File: config.mk
export PLATFORM = sky130hd
export DESIGN_NAME = mux_stream_rr_flat
export DESIGN_NICKNAME = d
export VERILOG_FILES = /design/src/rtl/mux_stream_rr_if.sv /design/src/rtl/mux_stream_rr.sv /design/src/flat_wrapper.sv
export SDC_FILE = /design/constraint.sdc
export NUM_CORES = 1
export LEC_CHECK = 0
export ABC_CLOCK_PERIOD_IN_PS = 8700
export CAP_MARGIN = 20
export CORE_UTILIZATION = 41
export CTS_CLUSTER_DIAMETER = 30
export DETAILED_ROUTE_END_ITERATION = 8
export PLACE_DENSITY = 0.84
export SLEW_MARGIN = 15
export SYNTH_ARGS = -nofsm -noshare
export SYNTH_HDL_FRONTEND = slang
export SYNTH_SLANG_ARGS = --single-unit
export TNS_END_PERCENT = 5
File: constraint.sdc
create_clock -name clk -period 8.7 [get_ports clk]
set_input_delay 1.74 -clock clk [delete_from_list [all_inputs] [get_ports clk]]
set_output_delay 1.74 -clock clk [all_outputs]
set_load 0.01 [all_outputs]
File: src/rtl/mux_stream_rr_if.sv
// mux_stream_rr_if: valid/ready bundle between N producers, the stream mux and one consumer
interface mux_stream_rr_if #(
  parameter int N_CH = 4,
  parameter int DATA_W = 8,
  parameter int SEL_W = $clog2(N_CH)
);
  logic                   mode;
  logic [SEL_W-1:0]       sel;
  logic [N_CH-1:0]        in_valid;
  logic [N_CH*DATA_W-1:0] in_data;
  logic [N_CH-1:0]        in_ready;
  logic                   out_valid;
  logic [DATA_W-1:0]      out_data;
  logic [SEL_W-1:0]       out_ch;
  logic                   out_ready;
  modport master (
    output mode, sel, in_valid, in_data, out_ready,
    input  in_ready, out_valid, out_data, out_ch
  );
  modport slave (
    input  mode, sel, in_valid, in_data, out_ready,
    output in_ready, out_valid, out_data, out_ch
  );
endinterface

File: src/rtl/mux_stream_rr.sv
// mux_stream_rr: N-channel valid/ready stream mux, fixed-select or round-robin grant,
// winning beat captured into a one-deep output register
module mux_stream_rr #(
  parameter int N_CH = 4,
  parameter int DATA_W = 8,
  parameter int SEL_W = $clog2(N_CH)
) (
  input logic            clk,
  input logic            rst_n,
  mux_stream_rr_if.slave s
);
  localparam logic [SEL_W:0] NC = (SEL_W+1)'(N_CH);
  logic [SEL_W-1:0]    ptr, off, rr_gnt, gnt;
  logic [SEL_W:0]      sum, wrap;
  logic [N_CH-1:0]     rot;
  logic [2**SEL_W-1:0] vpad;
  logic                load_en, gnt_vld, xfer;
  // rotate valids so bit 0 is the channel at ptr, then take the lowest set offset
  always_comb begin
    rot = (N_CH)'({s.in_valid, s.in_valid} >> ptr);
    off = '0;
    for (int k = N_CH-1; k >= 0; k--) off = rot[k] ? SEL_W'(k) : off;
    sum = {1'b0, ptr} + {1'b0, off};
    wrap = sum >= NC ? sum - NC : sum;
    rr_gnt = wrap[SEL_W-1:0];
  end
  assign vpad = (2**SEL_W)'(s.in_valid);
  assign load_en = !s.out_valid || s.out_ready;
  assign gnt = s.mode ? rr_gnt : s.sel;
  assign gnt_vld = s.mode ? |s.in_valid : ({1'b0, s.sel} < NC) && vpad[s.sel];
  assign xfer = rst_n && load_en && gnt_vld;
  assign s.in_ready = xfer ? {{(N_CH-1){1'b0}}, 1'b1} << gnt : '0;
  always_ff @(posedge clk or negedge rst_n) begin
    if (!rst_n) begin
      s.out_valid <= 1'b0;
      s.out_data <= '0;
      s.out_ch <= '0;
      ptr <= '0;
    end else if (load_en) begin
      s.out_valid <= gnt_vld;
      if (gnt_vld) begin
        s.out_data <= s.in_data[gnt*DATA_W +: DATA_W];
        s.out_ch <= gnt;
        ptr <= gnt == SEL_W'(N_CH-1) ? '0 : gnt + 1'b1;
      end
    end
  end
endmodule

File: src/flat_wrapper.sv
// flat-port wrapper written by rule: the top's interface ports become plain ports
module mux_stream_rr_flat 
#(
  parameter int N_CH = 4,
  parameter int DATA_W = 8,
  parameter int SEL_W = $clog2(N_CH)
)
  (clk, rst_n, s_mode, s_sel, s_in_valid, s_in_data, s_out_ready, s_in_ready, s_out_valid, s_out_data, s_out_ch);
  mux_stream_rr_if #(.N_CH(N_CH), .DATA_W(DATA_W), .SEL_W(SEL_W)) s_i ();
  input logic clk;
  input logic rst_n;
  input wire logic [$bits(s_i.mode)-1:0] s_mode;
  input wire logic [$bits(s_i.sel)-1:0] s_sel;
  input wire logic [$bits(s_i.in_valid)-1:0] s_in_valid;
  input wire logic [$bits(s_i.in_data)-1:0] s_in_data;
  input wire logic [$bits(s_i.out_ready)-1:0] s_out_ready;
  output wire logic [$bits(s_i.in_ready)-1:0] s_in_ready;
  output wire logic [$bits(s_i.out_valid)-1:0] s_out_valid;
  output wire logic [$bits(s_i.out_data)-1:0] s_out_data;
  output wire logic [$bits(s_i.out_ch)-1:0] s_out_ch;
  assign s_i.mode = s_mode;
  assign s_i.sel = s_sel;
  assign s_i.in_valid = s_in_valid;
  assign s_i.in_data = s_in_data;
  assign s_i.out_ready = s_out_ready;
  assign s_in_ready = s_i.in_ready;
  assign s_out_valid = s_i.out_valid;
  assign s_out_data = s_i.out_data;
  assign s_out_ch = s_i.out_ch;
  mux_stream_rr #(.N_CH(N_CH), .DATA_W(DATA_W), .SEL_W(SEL_W)) u_core (.clk(clk), .rst_n(rst_n), .s(s_i));
endmodule
==> flow_summary.yaml, run 1 <==
pwr:
  clkPwrFrac_pct: 8.8
  p_comb_share_pct: 63.5
  seqPwrFrac_pct: 27.7
  p_per_area_mw_per_mm2: 259
  p_int_mw: 0.239
  vdd_drop_max_uv: 142
  sw_frac_of_total_pct: 42.5
  switching_power_mw: 0.177
  power.leakage_nw: 0.664
timing:
  finalMaxSlewViolations: 0
  finalSetupViolations: 0
  hold_viol_final: 0
  grt_setup_unrepaired: "false"
  skew_ps: 0.698
  fin_setup_tns_ps: 0
  max_freq_mhz: 146
  tightest_slew_ps: 782
  worst_slack_ps: 1850
  period_share_pct: 78.8
  relSlewSlack_pct: 47.9
  period_minus_slack_ps: 6850
route:
  wl_per_cell_um: 12.9
  drt_pass1_iterations: 4
  topRoutingLayerUsed: "met4"
  totalWireLength_um: 2710
  postRouteAntennaNets: 0
  wl_met1_um: 1190
  wl_met3_um: 221
  first_iter_violations: 26
  drcViolationCount: 0
  vias_per_cell: 5.36
  wl_met2_um: 1270
  num_vias: 1131
grt:
  grt_pass1_wl_um: 4230
  grt_pass1_vias: 1001
  overflow: 0
  antenna_found_initial: 0
  grt_usage_pct: 20.8
  grt_max_degree: 23
placed_design:
  io_buffers: 56
  finalWeightedCongestion: 0.822
  dpl.hpwl_um: 2140
  dp_cells: 207
  post-place-ws_ps: 1810
clock_network:
  post-cts-setup-buffers: 0
  htreeDepth: 1
  cts_sinks: 13
  numCtsBuffers: 3
  clockBufferDepth: 2
  cts_tree: "yes"
  cts_hold_buffers: 0
  clock_latency_ps: 270
  clk_root_buffer_cell: "clkbuf_4"
  clk_pin_slew_ps: 70
  cts-resized-gates: 0
layout:
  drive_gt1_share_pct: 7.10
  final_cell_mix: "clkdlybuf4s50_1 (56), nand2_1 (37), dfrtp_1 (13), a31oi_1 (9)"
  diodes: 0
  finalNetCount: 228
  final_cells: 211
  layout_commonest_cell: "clkdlybuf4s50_1"
  multi_input_area_sq_um: 638
  final-seq-area_sq_um: 325
  area_growth_pct: 54.3
  fill_cells: 197
worst_setup_path:
  crit_type: "primary input to primary output"
  cp-start-kind: "primary input"
  cp.required_ps: 6960
  path_max_fanout: 11
  reg2reg_slack_ps: 5500
  arrival_ps: 5110
  critPathCaptureType: "primary output"
logic_synthesis:
  syn-num-nets: 177
  avgSynthCellArea_sq_um: 7.84
  ys_seq_area_share_pct: 31.2
  synth_cells: 133
  ys_ff_latch: 13
  synth_area_sq_mm: 0.00104
  yosysWarnings: 0
  ys_types: 37
floorplan:
  rows: 17
  chipHeight_um: 52.4
  core-area_sq_mm: 0.00230
  die_w_um: 52.4
  die-area_sq_mm: 0.00275
  pin_count: 57
  start_util_pct: 45.4
outcome:
  outcome: "completed"
min_path:
  hold_class: "flop to flop"
job:
  maxCapViolations: 0
-- per-layer routing --
metal / vias up / GRT usage (%)
li1: 570 / -
met1: 512 / 25.4
met2: 45 / 35.2
met3: 4 / 5.51
met4: 0 / 6.58
met5: - / 0
-- worst max-delay path, cell delays in order --
cell and delay [ps]:
clkdlybuf4s50_1 620, nor2_1 80, a221oi_1 330, a31oi_1 70, a211o_1 280, ha_1 190
xor2_1 160, and3_1 190, o31ai_4 430, inv_2 210, ha_1 230, inv_1 50
nor2_1 40, clkdlybuf4s50_1 480
-- path summary, 6_finish.rpt --
kind | startpoint | to | cells past startpoint
min in group asynchronous | rst_n | u_core.ptr[1] | 1
worst max-delay path | s_in_valid[0] | s_in_ready[3] | 14
worst min register to register | u_core.s.out_ch[1] | u_core.s.out_ch[1] | 2
worst max register to register | u_core.ptr[0] | u_core.ptr[1] | 11
max in group asynchronous | rst_n | u_core.s.out_data[0] | 1
worst min-delay path | u_core.s.out_ch[1] | u_core.s.out_ch[1] | 2
-- sequential cells by signal, summed over array words and instances, names as in the netlist --
signal	cells
u_core.ptr	2
u_core.s.out_ch	2
u_core.s.out_data	8
u_core.s.out_valid	1
-- cells in the mapped netlist (all sizes together) --
| cell | number | area share (%) |
|---|---|---|
| nand2 | 37 | 13 |
| dfrtp | 13 | 31 |
| a31oi | 9 | 5.4 |
| a22o | 8 | 6.7 |
| nand3 | 8 | 3.8 |
| clkbuf | 6 | 2.3 |
| buf | 5 | 3.8 |
| nor3 | 5 | 2.4 |
| inv | 4 | 1.4 |
| nor2 | 4 | 1.4 |
| mux2 | 3 | 3.6 |
| nand2b | 3 | 1.8 |
| nor3b | 3 | 2.2 |
| o21ai | 3 | 1.4 |
| a21oi | 2 | 1.3 |
| ha | 2 | 2.4 |
| mux2i | 2 | 1.9 |
| nand3b | 2 | 1.4 |
| nor2b | 2 | 1.2 |
| nor4 | 2 | 1.2 |
| or2 | 2 | 1.2 |
| a211o | 1 | 0.84 |
| a221oi | 1 | 0.84 |
| a32oi | 1 | 1.6 |
| and3 | 1 | 0.60 |
| o21a | 1 | 0.72 |
| o31ai | 1 | 2.0 |
| o32a | 1 | 0.96 |
| xor2 | 1 | 0.84 |
-- final cells by class --
class,count,share of cell area [%]
clock buffers,4,1.63
inverters,4,0.934
multi-input cells,105,39.7
flip-flops and latches,13,20.2
well taps,28,2.18
repair buffers,57,35.3
-- power by group through the flow --
stage | clock (mW) | combinational [mW] | sequential, mW
after floorplan | 0 | 0.171 | 0.114
after global placement | 0 | 0.260 | 0.114
after detailed placement | 0 | 0.267 | 0.115
after CTS | 0.0377 | 0.267 | 0.115
after global routing | 0.0404 | 0.290 | 0.119
final | 0.0365 | 0.264 | 0.115
-- through the flow --
stage / hold WS, ps / utilization (%) / instance area (sq um) / power (mW)
6_report: 512 / 70.0 / 1610 / 0.416
2_1_floorplan: 523 / - / 1040 / 0.285
4_1_cts: 517 / 70.0 / 1610 / 0.420
3_5_place_dp: 495 / 68.8 / 1580 / 0.382
3_3_place_gp: 483 / 68.8 / 1580 / 0.373
5_1_grt: 531 / 70.0 / 1610 / 0.450
-- logic make-up (layout without fill, tap and decap cells) --
logic type | Yosys count | count (layout) | share of synthesized area, %
multiplexers | 5 | 5 | 5.52
flip-flops | 13 | 13 | 31.2
XOR/XNOR | 1 | 1 | 0.840
buffers and inverters | 15 | 65 | 7.56
adder cells (fa/ha/maj) | 2 | 2 | 2.40
AO/OA/AOI/OAI | 28 | 28 | 21.8
AND/OR/NAND/NOR | 69 | 69 | 30.6
Note: power is estimated with default switching activity, not from simulation.
==> run 2: changes to the inputs <==
- ABC_CLOCK_PERIOD_IN_PS: 8700 -> 5600
- CORE_UTILIZATION: 41 -> 35
- PLACE_DENSITY: 0.84 -> 0.76
- clock period: 8.7 -> 5.6 ns (I/O delays scaled with it)
==> flow_summary.yaml, run 2 (same netlist as run 1, synthesis figures left out) <==
clock_network:
  cts_tree: "yes"
  cts-resized-gates: 0
  htreeDepth: 1
  clockBufferDepth: 2
  cts_sinks: 13
  clk_root_buffer_cell: "clkbuf_4"
  numCtsBuffers: 3
  cts_hold_buffers: 0
  post-cts-setup-buffers: 0
  clock_latency_ps: 270
  clk_pin_slew_ps: 70
pwr:
  clkPwrFrac_pct: 8.6
  p_per_area_mw_per_mm2: 398
  power.leakage_nw: 0.674
  sw_frac_of_total_pct: 42.1
  p_comb_share_pct: 63.8
  power_mw: 0.647
  seqPwrFrac_pct: 27.5
  p_int_mw: 0.375
  switching_power_mw: 0.273
  vdd_drop_max_uv: 241
layout:
  final_cells: 216
  top_regs: "u_core.s.out_data (8), u_core.ptr (2), u_core.s.out_ch (2)"
  area_growth_pct: 56.1
  final_cell_mix: "clkdlybuf4s50_1 (56), nand2_1 (37), dfrtp_1 (13), a31oi_1 (9)"
  fill_cells: 257
  drive_gt1_share_pct: 8.11
  largest_register_ff_count: 8
  multi_input_area_sq_um: 638
  diodes: 0
  final-seq-area_sq_um: 325
  layout_commonest_cell: "clkdlybuf4s50_1"
  finalNetCount: 230
  fin_area_sq_mm: 0.00163
  top_register: "u_core.s.out_data"
floorplan:
  start_util_pct: 37.5
  rows: 19
  die-area_sq_mm: 0.00320
  core-area_sq_mm: 0.00278
  die_w_um: 56.6
  pin_count: 57
  chipHeight_um: 56.6
worst_setup_path:
  arrival_ps: 4220
  r2r_cells: 11
  r2r-start: "u_core.ptr[0]"
  cp.required_ps: 4480
  cp-start-kind: "primary input"
  r2r_end: "u_core.ptr[1]"
  critPathCaptureType: "primary output"
  reg2reg_slack_ps: 2740
  crit_type: "primary input to primary output"
  path_max_fanout: 11
grt:
  overflow: 0
  antenna_found_initial: 0
  grt_pass1_vias: 1119
  grt_pass1_wl_um: 4690
  grt_max_degree: 23
  grt_usage_pct: 18.8
outcome:
  outcome: "completed"
placed_design:
  dp_cells: 212
  finalWeightedCongestion: 0.792
  placed_cell_area_sq_mm: 0.00160
  io_buffers: 56
  dpl.hpwl_um: 2130
timing:
  finalSetupViolations: 0
  grt_setup_unrepaired: "false"
  period_share_pct: 95.3
  period_minus_slack_ps: 5340
  fin_setup_tns_ps: 0
  skew_ps: 6.73
  relSlewSlack_pct: 48.0
  finalMaxSlewViolations: 0
  hold_viol_final: 0
  tightest_slew_ps: 780
  max_freq_mhz: 187
min_path:
  holdCritStartpoint: "u_core.s.out_ch[1]"
  hold_depth: 2
  hold_class: "flop to flop"
  holdPathEnd: "u_core.s.out_ch[1]"
route:
  first_iter_violations: 20
  drt_pass1_iterations: 4
  vias_per_cell: 5.32
  postRouteAntennaNets: 0
  wl_per_cell_um: 12.8
  drcViolationCount: 0
  totalWireLength_um: 2760
  num_vias: 1149
job:
  maxCapViolations: 0
run 2: cell types whose count changed in the layout (fill, tap and decap cells not counted):
cell   delta
buf_4     +2
run 2: per-stage QoR:
step	setup slack (ps)	utilization [%]	hold WS [ps]
floorplan	1270	-	523
global placement	380	57.5	474
detailed placement	315	57.5	492
CTS	304	58.5	509
global route	18.7	58.5	533
finish	263	58.5	498
run 2: worst max-delay path by stage:
stage	slack, ps	to	from
2_1_floorplan	1270	s_in_ready[0]	s_in_valid[0]
3_3_place_gp	380	s_in_ready[3]	s_in_valid[0]
3_5_place_dp	320	s_in_ready[3]	s_in_valid[0]
4_1_cts	300	s_in_ready[3]	s_in_valid[0]
5_1_grt	20	s_in_ready[3]	s_in_valid[0]
6_report	260	s_in_ready[3]	s_in_valid[0]
run 2: layout make-up:
class                   instances  area share (%)
multi-input cells             105            39.2
clock buffers                   4            1.62
inverters                       4           0.923
repair buffers                 59            35.8
well taps                      31            2.38
flip-flops and latches         13            20.0
run 2: worst max-delay path, stage by stage:
cell and delay [ps]:
clkdlybuf4s50_1 630, nor2_1 70, a221oi_1 290, a31oi_1 80
a211o_1 280, ha_1 190, xor2_1 200, and3_1 240
o31ai_4 70, inv_2 170, ha_1 170, inv_1 40
nor2_1 120, clkdlybuf4s50_1 550
run 2: power groups by stage:
| stage | Clock (mW) | Combinational, mW | Sequential [mW] |
|---|---|---|---|
| after CTS | 0.0588 | 0.417 | 0.178 |
| after global placement | 0 | 0.411 | 0.177 |
| final | 0.0560 | 0.413 | 0.178 |
| after global routing | 0.0643 | 0.458 | 0.186 |
| after detailed placement | 0 | 0.416 | 0.178 |
| after floorplan | 0 | 0.265 | 0.177 |
run 2: routing by layer:
metal | wire length (um) | global-route usage, %
met1 | 1240 | 22.5
met2 | 1260 | 31.6
met5 | 0 | 0
met3 | 243 | 5.53
met4 | 26 | 6.97
